`src/rtl/jtag_tap_param.sv`:
```
// Parametrised IEEE 1149.1 TAP controller with IR, BYPASS, IDCODE,
// internal boundary-scan and USER data registers.
module jtag_tap_param #(
    parameter int                  IR_WIDTH   = 4,
    parameter int                  BSR_LEN    = 8,
    parameter int                  USER_WIDTH = 8,
    parameter logic [31:0]         IDCODE_VAL = 32'h1000_0001,
    parameter logic [IR_WIDTH-1:0] OP_EXTEST  = 'h0,
    parameter logic [IR_WIDTH-1:0] OP_IDCODE  = 'h1,
    parameter logic [IR_WIDTH-1:0] OP_SAMPLE  = 'h2,
    parameter logic [IR_WIDTH-1:0] OP_USER    = 'h8
) (
    input  logic                  tck,
    input  logic                  trst,
    input  logic                  tms,
    input  logic                  tdi,
    output logic                  tdo,
    output logic                  tdo_en,
    input  logic [BSR_LEN-1:0]    pins_in,
    output logic [BSR_LEN-1:0]    pins_out,
    output logic                  bsr_mode,
    input  logic [USER_WIDTH-1:0] user_in,
    output logic [USER_WIDTH-1:0] user_out,
    output logic                  user_upd,
    output logic [3:0]            tap_state,
    output logic [IR_WIDTH-1:0]   instr
);

    typedef enum logic [3:0] {
        TLR    = 4'hF,
        RTI    = 4'hC,
        SEL_DR = 4'h7,
        CAP_DR = 4'h6,
        SH_DR  = 4'h2,
        EX1_DR = 4'h1,
        PAU_DR = 4'h3,
        EX2_DR = 4'h0,
        UPD_DR = 4'h5,
        SEL_IR = 4'h4,
        CAP_IR = 4'hE,
        SH_IR  = 4'hA,
        EX1_IR = 4'h9,
        PAU_IR = 4'hB,
        EX2_IR = 4'h8,
        UPD_IR = 4'hD
    } tap_state_t;

    tap_state_t state_q;
    tap_state_t state_d;

    logic cap_dr;
    logic sh_dr;
    logic upd_dr;
    logic cap_ir;
    logic sh_ir;
    logic upd_ir;
    logic enter_tlr;

    logic [IR_WIDTH-1:0]   ir_sr;
    logic [IR_WIDTH-1:0]   instr_q;
    logic [31:0]           id_sr;
    logic [BSR_LEN-1:0]    bsr_sr;
    logic [BSR_LEN-1:0]    bsr_upd;
    logic [USER_WIDTH-1:0] user_sr;
    logic                  byp_sr;

    logic ir_ones;
    logic sel_id;
    logic sel_bsr;
    logic sel_user;
    logic sel_byp;
    logic dr_lsb;

    always_ff @(posedge tck or posedge trst) begin
        if (trst) begin
            state_q <= TLR;
        end else begin
            state_q <= state_d;
        end
    end

    always_comb begin
        state_d = state_q;
        cap_dr  = 1'b0;
        sh_dr   = 1'b0;
        upd_dr  = 1'b0;
        cap_ir  = 1'b0;
        sh_ir   = 1'b0;
        upd_ir  = 1'b0;
        unique case (state_q)
            TLR:    state_d = tms ? TLR    : RTI;
            RTI:    state_d = tms ? SEL_DR : RTI;
            SEL_DR: state_d = tms ? SEL_IR : CAP_DR;
            CAP_DR: begin
                cap_dr  = 1'b1;
                state_d = tms ? EX1_DR : SH_DR;
            end
            SH_DR: begin
                sh_dr   = 1'b1;
                state_d = tms ? EX1_DR : SH_DR;
            end
            EX1_DR: state_d = tms ? UPD_DR : PAU_DR;
            PAU_DR: state_d = tms ? EX2_DR : PAU_DR;
            EX2_DR: state_d = tms ? UPD_DR : SH_DR;
            UPD_DR: begin
                upd_dr  = 1'b1;
                state_d = tms ? SEL_DR : RTI;
            end
            SEL_IR: state_d = tms ? TLR : CAP_IR;
            CAP_IR: begin
                cap_ir  = 1'b1;
                state_d = tms ? EX1_IR : SH_IR;
            end
            SH_IR: begin
                sh_ir   = 1'b1;
                state_d = tms ? EX1_IR : SH_IR;
            end
            EX1_IR: state_d = tms ? UPD_IR : PAU_IR;
            PAU_IR: state_d = tms ? EX2_IR : PAU_IR;
            EX2_IR: state_d = tms ? UPD_IR : SH_IR;
            UPD_IR: begin
                upd_ir  = 1'b1;
                state_d = tms ? SEL_DR : RTI;
            end
            default: state_d = TLR;
        endcase
    end

    // Registers take their reset values on the edge that lands in TLR.
    assign enter_tlr = (state_d == TLR);

    // All-ones always decodes to BYPASS, even if an opcode parameter collides.
    assign ir_ones  = &instr_q;
    assign sel_id   = !ir_ones && (instr_q == OP_IDCODE);
    assign sel_bsr  = !ir_ones && !sel_id &&
                      ((instr_q == OP_SAMPLE) || (instr_q == OP_EXTEST));
    assign sel_user = !ir_ones && !sel_id && !sel_bsr &&
                      (instr_q == OP_USER);
    assign sel_byp  = !(sel_id || sel_bsr || sel_user);

    always_comb begin
        dr_lsb = byp_sr;
        unique case (1'b1)
            sel_id:   dr_lsb = id_sr[0];
            sel_bsr:  dr_lsb = bsr_sr[0];
            sel_user: dr_lsb = user_sr[0];
            default:  dr_lsb = byp_sr;
        endcase
    end

    always_ff @(posedge tck or posedge trst) begin
        if (trst) begin
            ir_sr   <= '0;
            instr_q <= OP_IDCODE;
        end else if (enter_tlr) begin
            ir_sr   <= '0;
            instr_q <= OP_IDCODE;
        end else begin
            if (cap_ir) begin
                ir_sr <= IR_WIDTH'(2'b01);
            end else if (sh_ir) begin
                ir_sr <= {tdi, ir_sr[IR_WIDTH-1:1]};
            end
            if (upd_ir) begin
                instr_q <= ir_sr;
            end
        end
    end

    always_ff @(posedge tck or posedge trst) begin
        if (trst) begin
            id_sr   <= '0;
            bsr_sr  <= '0;
            user_sr <= '0;
            byp_sr  <= 1'b0;
        end else if (cap_dr) begin
            unique case (1'b1)
                sel_id:   id_sr   <= IDCODE_VAL;
                sel_bsr:  bsr_sr  <= pins_in;
                sel_user: user_sr <= user_in;
                default:  byp_sr  <= 1'b0;
            endcase
        end else if (sh_dr) begin
            unique case (1'b1)
                sel_id:   id_sr <= {tdi, id_sr[31:1]};
                sel_bsr:  bsr_sr <= (bsr_sr >> 1) |
                                    (BSR_LEN'(tdi) << (BSR_LEN - 1));
                sel_user: user_sr <= (user_sr >> 1) |
                                     (USER_WIDTH'(tdi) << (USER_WIDTH - 1));
                default:  byp_sr <= tdi;
            endcase
        end
    end

    always_ff @(posedge tck or posedge trst) begin
        if (trst) begin
            bsr_upd  <= '0;
            user_out <= '0;
            user_upd <= 1'b0;
        end else if (enter_tlr) begin
            bsr_upd  <= '0;
            user_out <= '0;
            user_upd <= 1'b0;
        end else begin
            user_upd <= upd_dr && sel_user;
            if (upd_dr && sel_bsr) begin
                bsr_upd <= bsr_sr;
            end
            if (upd_dr && sel_user) begin
                user_out <= user_sr;
            end
        end
    end

    // Output side changes on the falling edge so the board samples a stable tdo.
    always_ff @(negedge tck or posedge trst) begin
        if (trst) begin
            tdo    <= 1'b0;
            tdo_en <= 1'b0;
        end else begin
            tdo_en <= (state_q == SH_DR) || (state_q == SH_IR);
            if (state_q == SH_IR) begin
                tdo <= ir_sr[0];
            end else if (state_q == SH_DR) begin
                tdo <= dr_lsb;
            end else begin
                tdo <= 1'b0;
            end
        end
    end

    assign bsr_mode  = !ir_ones && (instr_q == OP_EXTEST);
    assign pins_out  = bsr_mode ? bsr_upd : pins_in;
    assign tap_state = state_q;
    assign instr     = instr_q;

endmodule

```
`config.mk`:
```
export PLATFORM = sky130hd
export DESIGN_NAME = jtag_tap_param
export DESIGN_NICKNAME = d
export VERILOG_FILES = /design/src/rtl/jtag_tap_param.sv
export SDC_FILE = /design/constraint.sdc
export NUM_CORES = 1
export LEC_CHECK = 0
export ABC_CLOCK_PERIOD_IN_PS = 2600
export CAP_MARGIN = 20
export CORE_MARGIN = 8
export CORE_UTILIZATION = 30
export CTS_BUF_LIST = sky130_fd_sc_hd__clkbuf_8
export DETAILED_ROUTE_END_ITERATION = 10
export DONT_BUFFER_PORTS = 1
export SLEW_MARGIN = 40
export SYNTH_ARGS = -nofsm -noshare
export SYNTH_HDL_FRONTEND = slang
export SYNTH_SLANG_ARGS = --single-unit
```
`constraint.sdc`:
```
create_clock -name tck -period 2.6 [get_ports tck]
set_clock_uncertainty 0.1 [all_clocks]
set_input_delay 0.26 -clock tck [delete_from_list [all_inputs] [get_ports tck]]
set_output_delay 0.26 -clock tck [all_outputs]
set_load 0.02 [all_outputs]
```
==> results.yml <==
synth:
  synth.avg_cell_area_um2: 11.43
  synth_seq_cells: 80
  synth_area_um2: 3862
  yosysSeqAreaShare: 0.5199
  syn-num-nets: 358
  synth_top_cell_by_area: "dfrtp_1"
  synth_cell_types: 43
  ys.flop_type: "dfrtp_1"
  synth_area_leaders: "dfrtp_1, mux2_2, nor2b_1, dfstp_2, o31ai_1"
  async_reset_ff_frac: 1.000
  synth_top_area_frac: 0.4730
  yosysWarnings: 0
  synth-edff-count: 0
  syn-instance-count: 338
setup_path:
  crit_family: "flip-flops"
  path_class: "reg2reg"
  crit_cells: 4
  crit_fanout: 6
  cp.arrival_ps: 1310
  reg2reg_slack_ps: 60
  slowest_stage: "dfrtp_1"
  crit_buf_inv: 1
  cp_cell_sequence: "buf_4 -> and3b_1 -> o21ai_2 -> a31oi_1"
  start_kind: "register"
  cp-end-kind: "register"
  slowest_delay_ps: 410
  crit_required_ps: 1370
  ff2ff_path_depth: 4
grt:
  grt.overflow.total: 0
  antenna_found_initial: 0
  grt_pass1_wl_um: 14280
  use_met2: 0.1719
  grt_max_degree: 43
  grt_usage: 0.1072
  grt_use_met1: 0.1359
  use_met3: 0.02260
  top_usage_layer: "met2"
  grt_pass1_vias: 2661
cts:
  clk_latency_ps: 350
  cts_made_buffers: 9
  cts_setup_buffers: 0
  cts_tree: "done"
  clockRootBuffer: "clkbuf_8"
  cts.reportedPaths.clkPinSlew_ps: 90
  numClockSinks: 80
  clock_path_buffers: 2
  h-tree-depth: 3
sta:
  setup_viol: 0
  finalHoldWorstSlack_ps: 16.83
  hold_viol: 0
  worstMarginPinSlew_ps: 643.6
  slew_viol_final: 0
  finalSetupTns_ps: 0
  relSlewSlack: 0.5701
  rsz0062_at_grt: "no"
status:
  status: "complete, no violations"
place:
  port_buffers: 0
  placed_cell_area_um2: 4169
  gp_congestion: 0.7368
  hpwl_um: 5830
final_layout:
  design_area_um2: 4438
  drive_above_1_share: 0.3127
  multiInputGateArea_um2: 1697
  fillCellCount: 1270
  n_antenna_cell: 0
  seqCellArea_um2: 2008
  fin_util: 0.3517
  area_growth_pct: 14.90
  finalNetCount: 370
floorplanning:
  chipHeight_um: 129.5
  coreArea_um2: 12620
  initial_core_util: 0.3061
  dieArea_um2: 16760
  rows: 41
  die_w_um: 129.5
  pin_count: 48
route:
  firstDrtPassIters: 4
  drt_iter0_markers: 141
  wl_per_cell_um: 16.26
  viasPerCell: 4.930
  wl_um: 8569
  drc_errors: 0
  antenna_left: 0
  via_count: 2598
power:
  p_leak_nw: 2.004
  pwr_density_cell_nw_per_um2: 1159
  power_mw: 5.144
  peakVddDrop_mv: 0.3946
hold_path:
  whs_path_depth: 2
  min_path_type: "in2reg"
job:
  cap_viol_max_count: 0
[worst register-to-register path: stages, from the launching register on]
cell	delay (ps)
dfrtp_1	410
buf_4	170
and3b_1	170
o21ai_2	120
a31oi_1	100
[path summary, 6_finish.rpt]
check,startpoint,end
setup / recovery,instr[3],tdo
setup reg to reg,instr[3],tdo
hold / removal,pins_in[4],bsr_sr[4]
hold reg to reg,id_sr[2],id_sr[2]
min in group asynchronous,trst,id_sr[29]
max in group asynchronous,trst,tdo_en
[cells in the mapped netlist (all sizes together), types with 8 or more instances]
master	instances
inv	20
nor2b	33
mux2	55
nand2	9
clkbuf	16
nor2	8
o21ai	8
mux2i	11
dfrtp	73
o31ai	16
buf	10
a21oi	17
nand4	8
[cells in the final DEF, fill, tap and decap left out, drive strengths merged, types with 9 or more instances in the layout]
master	n
nor2b	33
mux2i	11
o31ai	16
nand2	9
clkbuf	11
dfrtp	73
a21oi	17
mux2	55
buf	25
inv	20
[through the flow]
step           std cells  setup slack (ps)
4_1_cts              527             8.047
3_5_place_dp         509             45.11
6_report             527             63.22
5_1_grt              527             6.059
3_3_place_gp         509             64.76
2_1_floorplan        338            -77.23
[per-layer routing]
metal / vias to the layer above / wire, um
met3: 9 / 366
met1: 1308 / 3915
li1: 1229 / -
met4: 0 / 133
met5: - / 0
met2: 52 / 4153
[registers in the layout, indices dropped and copies added, names as in the netlist]
signal,flops
bsr_sr,8
bsr_upd,8
byp_sr,1
id_sr,32
instr,4
ir_sr,4
tap_state,4
tdo,1
tdo_en,1
user_out,8
user_sr,8
user_upd,1
[kinds of logic (layout without fill, tap and decap cells)]
kind of cell             Yosys count  in the layout  share of synthesized area
AO/OA/AOI/OAI                     57             57                    0.09297
multiplexers                      66             66                     0.1898
adder cells (fa/ha/maj)            1              1                   0.002592
buffers and inverters             46             63                    0.04762
flip-flops                        80             80                     0.5199
AND/OR/NAND/NOR                   88             88                     0.1471
[report_power, final]
part | internal, mW | switching (mW) | total, mW
clock network | 0.592 | 0.455 | 1.05
logic | 0.869 | 1.28 | 2.15
registers | 1.62 | 0.323 | 1.94
[area by class of cell]
cell class                      instances  area share
Sequential cell                        80      0.4525
Tap cell                              172     0.04849
Inverter                               20     0.01776
Timing Repair Buffer                   27     0.04680
Clock buffer                           11     0.03411
Multi-Input combinational cell        212      0.3823
Clock inverter                          5     0.01804
[repair_timing]
| action | 4_1_cts | 5_1_grt |
|---|---|---|
| pin swaps | 0 | 1 |
| gates resized for setup | 1 | 5 |
| endpoints found under the setup margin | 1 | 1 |
| hold endpoints to repair | 77 | 0 |
| hold buffers | 2 | 0 |
| cloned | 0 | 0 |
Power figures use the tool's default switching activity.
